<file path="config.mk">
export PLATFORM = sky130hd
export DESIGN_NAME = qdr_bank_arbiter
export DESIGN_NICKNAME = d
export VERILOG_FILES = /design/src/rtl/qdr_bank_arbiter.sv
export SDC_FILE = /design/constraint.sdc
export NUM_CORES = 1
export LEC_CHECK = 0
export ABC_AREA = 1
export CAP_MARGIN = 30
export CORE_AREA = 2 2 444 446
export DETAILED_ROUTE_END_ITERATION = 8
export DIE_AREA = 0 0 446 448
export SYNTH_ARGS = -nofsm -noshare
export SYNTH_HDL_FRONTEND = slang
export SYNTH_SLANG_ARGS = --single-unit
</file>
<file path="constraint.sdc">
create_clock -name axi_aclk -period 18.4 [get_ports axi_aclk]
set_input_delay 3.68 -clock axi_aclk [delete_from_list [all_inputs] [get_ports axi_aclk]]
set_output_delay 3.68 -clock axi_aclk [all_outputs]
set_load 0.005 [all_outputs]
</file>
<file path="src/rtl/qdr_bank_arbiter.sv">
// Round-robin arbiter sharing one QDR bank command port among NUM_REQ requesters.
// Reads are tracked in an in-order tag FIFO so returned data is steered back.
module qdr_bank_arbiter #(
   parameter int NUM_REQ    = 4,
   parameter int ADDR_WIDTH = 19,
   parameter int DATA_WIDTH = 144,
   parameter int TAG_DEPTH  = 16
) (
   input  logic                             axi_aclk,
   input  logic                             axi_reset,
   input  logic                             cal_done,
   input  logic [NUM_REQ-1:0]               req_valid,
   input  logic [NUM_REQ-1:0]               req_wr,
   input  logic [NUM_REQ*ADDR_WIDTH-1:0]    req_addr,
   input  logic [NUM_REQ*DATA_WIDTH-1:0]    req_wdata,
   output logic [NUM_REQ-1:0]               req_ready,
   output logic                             mem_cmd_valid,
   input  logic                             mem_cmd_ready,
   output logic                             mem_cmd_wr,
   output logic [ADDR_WIDTH-1:0]            mem_cmd_addr,
   output logic [DATA_WIDTH-1:0]            mem_cmd_wdata,
   input  logic                             mem_rd_valid,
   input  logic [DATA_WIDTH-1:0]            mem_rd_data,
   output logic [NUM_REQ-1:0]               rd_valid,
   output logic [DATA_WIDTH-1:0]            rd_data,
   output logic [$clog2(TAG_DEPTH):0]       rd_outstanding,
   output logic                             err_underflow
);

   localparam int PW = $clog2(NUM_REQ);
   localparam int TW = $clog2(TAG_DEPTH);
   localparam int OW = TW + 1;

   logic [PW-1:0]      ptr;
   logic [PW-1:0]      gidx;
   logic [PW-1:0]      idx;
   logic [NUM_REQ-1:0] elig;
   logic [NUM_REQ-1:0] gnt;
   logic               found;
   logic               slot_free;
   logic               pop;
   logic               push;
   logic               tag_ok;

   logic [PW-1:0]      tag_mem [TAG_DEPTH];
   logic [TW-1:0]      wr_ptr;
   logic [TW-1:0]      rd_ptr;

   assign slot_free = !mem_cmd_valid | mem_cmd_ready;
   assign pop       = mem_rd_valid & (rd_outstanding != '0);
   // A same-cycle pop frees a tag for this cycle's grant.
   assign tag_ok    = (rd_outstanding != OW'(TAG_DEPTH)) | pop;

   always_comb begin
      for (int i = 0; i < NUM_REQ; i++) begin
         elig[i] = req_valid[i] & cal_done & slot_free & !axi_reset
                 & (req_wr[i] | tag_ok);
      end
   end

   always_comb begin
      gnt   = '0;
      gidx  = '0;
      idx   = '0;
      found = 1'b0;
      for (int k = 0; k < NUM_REQ; k++) begin
         idx = PW'((int'(ptr) + k) % NUM_REQ);
         if (!found && elig[idx]) begin
            found    = 1'b1;
            gidx     = idx;
            gnt[idx] = 1'b1;
         end
      end
   end

   assign req_ready = gnt;
   assign push      = found & !req_wr[gidx];

   always_ff @(posedge axi_aclk or posedge axi_reset) begin
      if (axi_reset) begin
         ptr           <= '0;
         mem_cmd_valid <= 1'b0;
         mem_cmd_wr    <= 1'b0;
         mem_cmd_addr  <= '0;
         mem_cmd_wdata <= '0;
      end else if (found) begin
         ptr           <= (int'(gidx) == NUM_REQ - 1) ? '0 : gidx + 1'b1;
         mem_cmd_valid <= 1'b1;
         mem_cmd_wr    <= req_wr[gidx];
         mem_cmd_addr  <= req_addr[int'(gidx)*ADDR_WIDTH +: ADDR_WIDTH];
         mem_cmd_wdata <= req_wdata[int'(gidx)*DATA_WIDTH +: DATA_WIDTH];
      end else if (slot_free) begin
         mem_cmd_valid <= 1'b0;
      end
   end

   // Tag storage needs no reset: occupancy alone says what is valid.
   always_ff @(posedge axi_aclk) begin
      if (push) tag_mem[wr_ptr] <= gidx;
   end

   always_ff @(posedge axi_aclk or posedge axi_reset) begin
      if (axi_reset) begin
         wr_ptr         <= '0;
         rd_ptr         <= '0;
         rd_outstanding <= '0;
      end else begin
         if (push) wr_ptr <= wr_ptr + 1'b1;
         if (pop)  rd_ptr <= rd_ptr + 1'b1;
         unique case ({push, pop})
            2'b10:   rd_outstanding <= rd_outstanding + 1'b1;
            2'b01:   rd_outstanding <= rd_outstanding - 1'b1;
            default: rd_outstanding <= rd_outstanding;
         endcase
      end
   end

   always_ff @(posedge axi_aclk or posedge axi_reset) begin
      if (axi_reset) begin
         rd_valid      <= '0;
         rd_data       <= '0;
         err_underflow <= 1'b0;
      end else begin
         rd_valid <= pop ? (NUM_REQ'(1) << tag_mem[rd_ptr]) : '0;
         if (pop) rd_data <= mem_rd_data;
         if (mem_rd_valid && rd_outstanding == '0) err_underflow <= 1'b1;
      end
   end

endmodule

</file>
## Yosys cells after proc, flatten, opt, wreduce, memory -nomap -nowiden

Memories as Yosys holds them, arrays and structs flattened.
Cells that the tools add are included.

- Add/sub/neg operators: 8
- Multiply operators: 2
- Magnitude comparators: 9
- Equal/unequal tests: 4
- Shifts and indexed selects: 3
- Multiplexer cells: 37
- Bitwise logic cells: 27
- Reductions and logical operators: 18

Operators by type and width:

| operator | number |
|---|---|
| indexed part select 576 x 11 -> 144 bit | 1 |
| indexed part select 76 x 8 -> 19 bit | 1 |
| 2-to-1 mux 4 bit | 5 |
| bitwise AND 1 bit | 18 |
| 2-to-1 mux 1 bit | 17 |
| less-than comparator 2 x 3 -> 1 bit, second input constant | 5 |
| OR 4 bit | 3 |
| binary-select mux 1 bit (select 2 bit) | 5 |
| 2-to-1 mux 2 bit | 5 |
| one-hot mux 5 bit (2 select lines) | 1 |
| adder 4 x 1 -> 4 bit, second input constant | 2 |
| demux 1 bit (select 2 bit) | 4 |
| greater-or-equal comparator 2 x 1 -> 1 bit, second input constant | 4 |
| logical AND 1 bit | 8 |
| multiplier 2 x 5 -> 7 bit, second input constant | 1 |
| logical NOT 1 bit | 6 |
| multiplier 2 x 4 -> 6 bit, second input constant | 1 |
| OR 1 bit | 6 |
| adder 5 x 1 -> 5 bit, second input constant | 1 |
| logical NOT 5 bit | 1 |
| != test 5 bit, second input constant | 1 |
| nonzero test 5 bit | 1 |
| subtractor 5 x 1 -> 5 bit, second input constant | 1 |
| adder 2 x 1 -> 2 bit, second input constant | 2 |
| other kinds (5) | 8 |

- Register bits after elaboration: 329
- RAM bits: 32
- Output and inout port bits: 323
- Logic and storage cells: 120
- Memories kept: 1

Memories:

| memory | words | width | read ports | clocked after Yosys merged registers in | write ports | line | source |
|---|---|---|---|---|---|---|---|
| tag_mem | 16 | 2 | 1 | 0 | 1 | 45 | `logic [PW-1:0] tag_mem [TAG_DEPTH];` |

## Depth between registers and ports, before layout

- Depth in word-level cells: 23
- Gate-level depth with buffers: 25

## Worst setup path after synthesis

OpenSTA, ideal clock, no wires.

- Path type: input port to output port
- Start: in axi_reset
- End: out req_ready[3]
- Arrival: 11.884 ns
- Setup slack: 2.836 ns
- Stages: 11
- Buffers on the path: 1
- Path through: inv_1 nand3_1 nor2_1 nand3_2 nand3_1 nand2_1 buf_6 nand4_4 inv_2 a21oi_1 o21ai_0

- Longest elaborated chain between the ends: 15

Ends and longest elaborated chain:

| item | line | source |
|---|---|---|
| from (decl) | 10 | `input logic axi_reset,` |
| logical NOT 1 bit (no line) (*) | -- |  |
| bitwise AND 1 bit | 56 | `elig[i] = req_valid[i] & cal_done & slot_free & !axi_reset` |
| bitwise AND 1 bit | 57 | `& (req_wr[i] \| tag_ok);` |
| binary-select mux 1 bit (select 2 bit) | 68 | `if (!found && elig[idx]) begin` |
| 2-to-1 mux 1 bit (not written as such) | 68 |  |
| 2-to-1 mux 1 bit | 68 |  |
| logical NOT 1 bit | 68 |  |
| logical AND 1 bit | 68 |  |
| 2-to-1 mux 1 bit | 68 |  |
| logical NOT 1 bit | 68 |  |
| logical AND 1 bit | 68 |  |
| 2-to-1 mux 1 bit | 68 |  |
| logical NOT 1 bit | 68 |  |
| logical AND 1 bit | 68 |  |
| 2-to-1 mux 4 bit (*) | 68 |  |
| to (decl) | 16 | `output logic [NUM_REQ-1:0] req_ready,` |

Mark *: on every way between the ends. The rest lies on a longest branch, timed or not. The select of a mux whose other input is x is not followed.

## Worst setup path after layout

Ends and elaborated chain as after synthesis.

==> metrics.cfg <==
[yosys]
synth-edff-count=32
ys.flop_type=dfrtp_1
ys_types=41
synth-seq-cells=361
async_reset_ff_frac=0.9114
synth_nets=4033
ys_seq_area_frac=0.4306
avgSynthCellArea_um2=6.652
syn_inst=3210
synth_area_um2=21350
yosys_warnings=0

[die]
initial_core_util=0.1097
io_pins=1132
core_area_um2=194600
dieHeight_um=448
die_x_um=446
rows=162
die_area_um2=199800

[worst_setup_path]
r2r-end=rd_outstanding[4]$_DFFE_PP0P_
reg2reg_depth=21
critPathArrivalTime_ns=6.96
crit_fanout=83
setup.worst_path.start_class=input port
crit_type=in2out
r2r_slack_ns=13.11
required_ns=14.72
r2r_start=ptr[0]$_DFFE_PP0P_
worstSetupEndpointType=output pin

[final_layout]
multi_input_area_um2=10450
post-route-util=0.1900
seq_area_um2=9194
nNetsFinal=5050
drive_above_1_share=0.03450
stdcell_count=6822
area_growth_syn_to_layout_pct=73.11
nFillCells=21909

[pwr]
worst_ir_drop_vdd_mv=0.2245
leakage_nw=17.37
power.density_nw_per_um2=167.4

[run_status]
status=finished, final reports clean

[timing]
report.final.slew_viol_count=0
relSlewSlack=0.2061
min_period_ns=10.64
skew_ns=0.03039
rsz0062_at_grt=false
tns_ns=0
holdWs_ns=0.4748
final_critical_path_setup_slack_ns=7.760
finalHoldViolCount=0
max_freq_mhz=93.98
finalCritPeriodShare=0.5783
finalSetupViolCount=0
worst_pin_slew_ns=1.191

[routing]
first_iter_violations=1950
wl_per_cell_um=19.83
routed_via_density=3.622
dr_total_vias=24711
first_pass_iters=6
route.detailed.drc=0
drtAntennaViolNets=0
finalWirelength_um=135300

[cts]
cts_resized=0
cts_tree=yes
insertion_delay_ns=0.66
clockRootBuffer=clkbuf_16
htreeDepth=2
clockBufferDepth=3
cts_inserted_buffers=49
hold_buffers=0
path_clk_slew_ns=0.05
post_cts_buffers=0
clock_sinks=361

[grt]
antenna_found_initial=76
grt_pass1_wl_um=183200
first_global_vias=23925
grt_use_total=0.1286
grt_overflow=0
grt_max_degree=220

[worst_hold_path]
whs_path_depth=2
min_path_type=reg2reg
hold_end=rd_data[23]$_DFFE_PP0P_
hp-start=rd_data[23]$_DFFE_PP0P_

[place]
dp_cells=6716
port_buffers=1131
gp_congestion=0.9366
post-place-ws_ns=7.687
hpwl_um=108000

[run]
cap_violations=0

[worst max path at each step]
stage | start | endpoint | cells after the start
2_1_floorplan | axi_reset | req_ready[3] | 11
3_3_place_gp | axi_reset | req_ready[3] | 12
3_5_place_dp | axi_reset | req_ready[3] | 12
4_1_cts | axi_reset | req_ready[3] | 12
5_1_grt | axi_reset | req_ready[3] | 12
6_report | axi_reset | req_ready[3] | 12
[metrics by stage]
stage	power (mW)	cell area (µm²)
floorplan	3.488	21350
global placement	5.140	35100
detailed placement	5.180	35100
CTS	6.317	36860
global route	6.721	36950
finish	6.187	36960
[Yosys cell counts, types with 13 or more instances]
cell type,n,area share
o21ai_0,14,0.0033
edfxtp_1,32,0.045
nand2_1,1967,0.35
buf_4,22,0.0077
clkbuf_1,70,0.012
buf_6,13,0.0069
ha_1,13,0.0076
nor2_1,41,0.0072
dfrtp_1,329,0.39
or2_0,153,0.045
nand3_1,188,0.044
buf_2,70,0.016
inv_1,196,0.034
[sequential cells by signal, indices dropped and copies added (netlist names)]
name,flops
tag_mem,32
mem_cmd_addr,19
err_underflow,1
mem_cmd_wr,1
mem_cmd_valid,1
wr_ptr,4
ptr,2
rd_ptr,4
rd_outstanding,5
rd_data,144
rd_valid,4
mem_cmd_wdata,144
[kinds of logic (layout without fill, tap and decap cells)]
group,count (synthesis),after routing,synth area share
compound gates,36,36,0.01102
xor+xnor,7,7,0.002871
fa+ha+maj,14,14,0.008556
buf+inv,386,1437,0.08175
flops,361,361,0.4306
mux,8,8,0.003751
other cells,0,19,0
simple gates,2398,2398,0.4615
[cell type report]
| type | instances | area share |
|---|---|---|
| Inverter | 202 | 0.02133 |
| Tap cell | 2542 | 0.08605 |
| Antenna cell | 19 | 0.001286 |
| Multi-Input combinational cell | 2463 | 0.2827 |
| Clock buffer | 58 | 0.03575 |
| Timing Repair Buffer | 1150 | 0.3122 |
| Clock inverter | 27 | 0.01192 |
| Sequential cell | 361 | 0.2487 |
[worst max-delay path, stage by stage]
cell and delay, ns:
clkdlybuf4s50_1 0.56, inv_8 0.53, nand3_1 0.15, nor2_1 0.26, nand3_2 0.15, nand3_1 0.12
nand2_1 0.32, nand3_1 0.37, o22ai_1 0.11, a21oi_1 0.13, o21ai_0 0.10, clkdlybuf4s50_1 0.47
[cells in the final DEF (no fill, tap or decap), types with 3 or more instances in the layout]
cell,count
buf_12,3
diode_2,19
inv_1,194
nor2_4,9
a21oi_1,5
clkdlybuf4s50_1,1131
clkbuf_16,50
nor2_2,3
o21ai_0,14
clkinvlp_4,3
nand2_2,4
o22ai_1,4
or2_0,153
dfrtp_1,329
nand4_1,11
xor2_1,6
edfxtp_1,32
buf_4,14
nor2_1,41
ha_1,13
clkinv_4,3
or2_2,11
inv_8,3
clkinv_2,7
nand2_1,1965
o221ai_1,8
nand3_1,188
clkbuf_1,4
mux2i_1,8
inv_6,4
bufinv_16,9
clkbuf_8,4
nand3_4,3
[power by group]
part	total (mW)	switching, mW	internal (mW)
Clock	1.07	0.430	0.642
Combinational	3.79	2.43	1.36
Sequential	1.33	0.193	1.14
[layer usage]
layer / GRT usage / vias to the layer above / part of all wire
met1: 0.1378 / 11610 / 0.35
li1: - / 11720 / -
met3: 0.02882 / 263 / 0.069
met4: 0.05370 / 20 / 0.044
met5: 0 / - / 0.0010
met2: 0.2409 / 1098 / 0.53
Note: power is estimated with default switching activity, not from simulation.
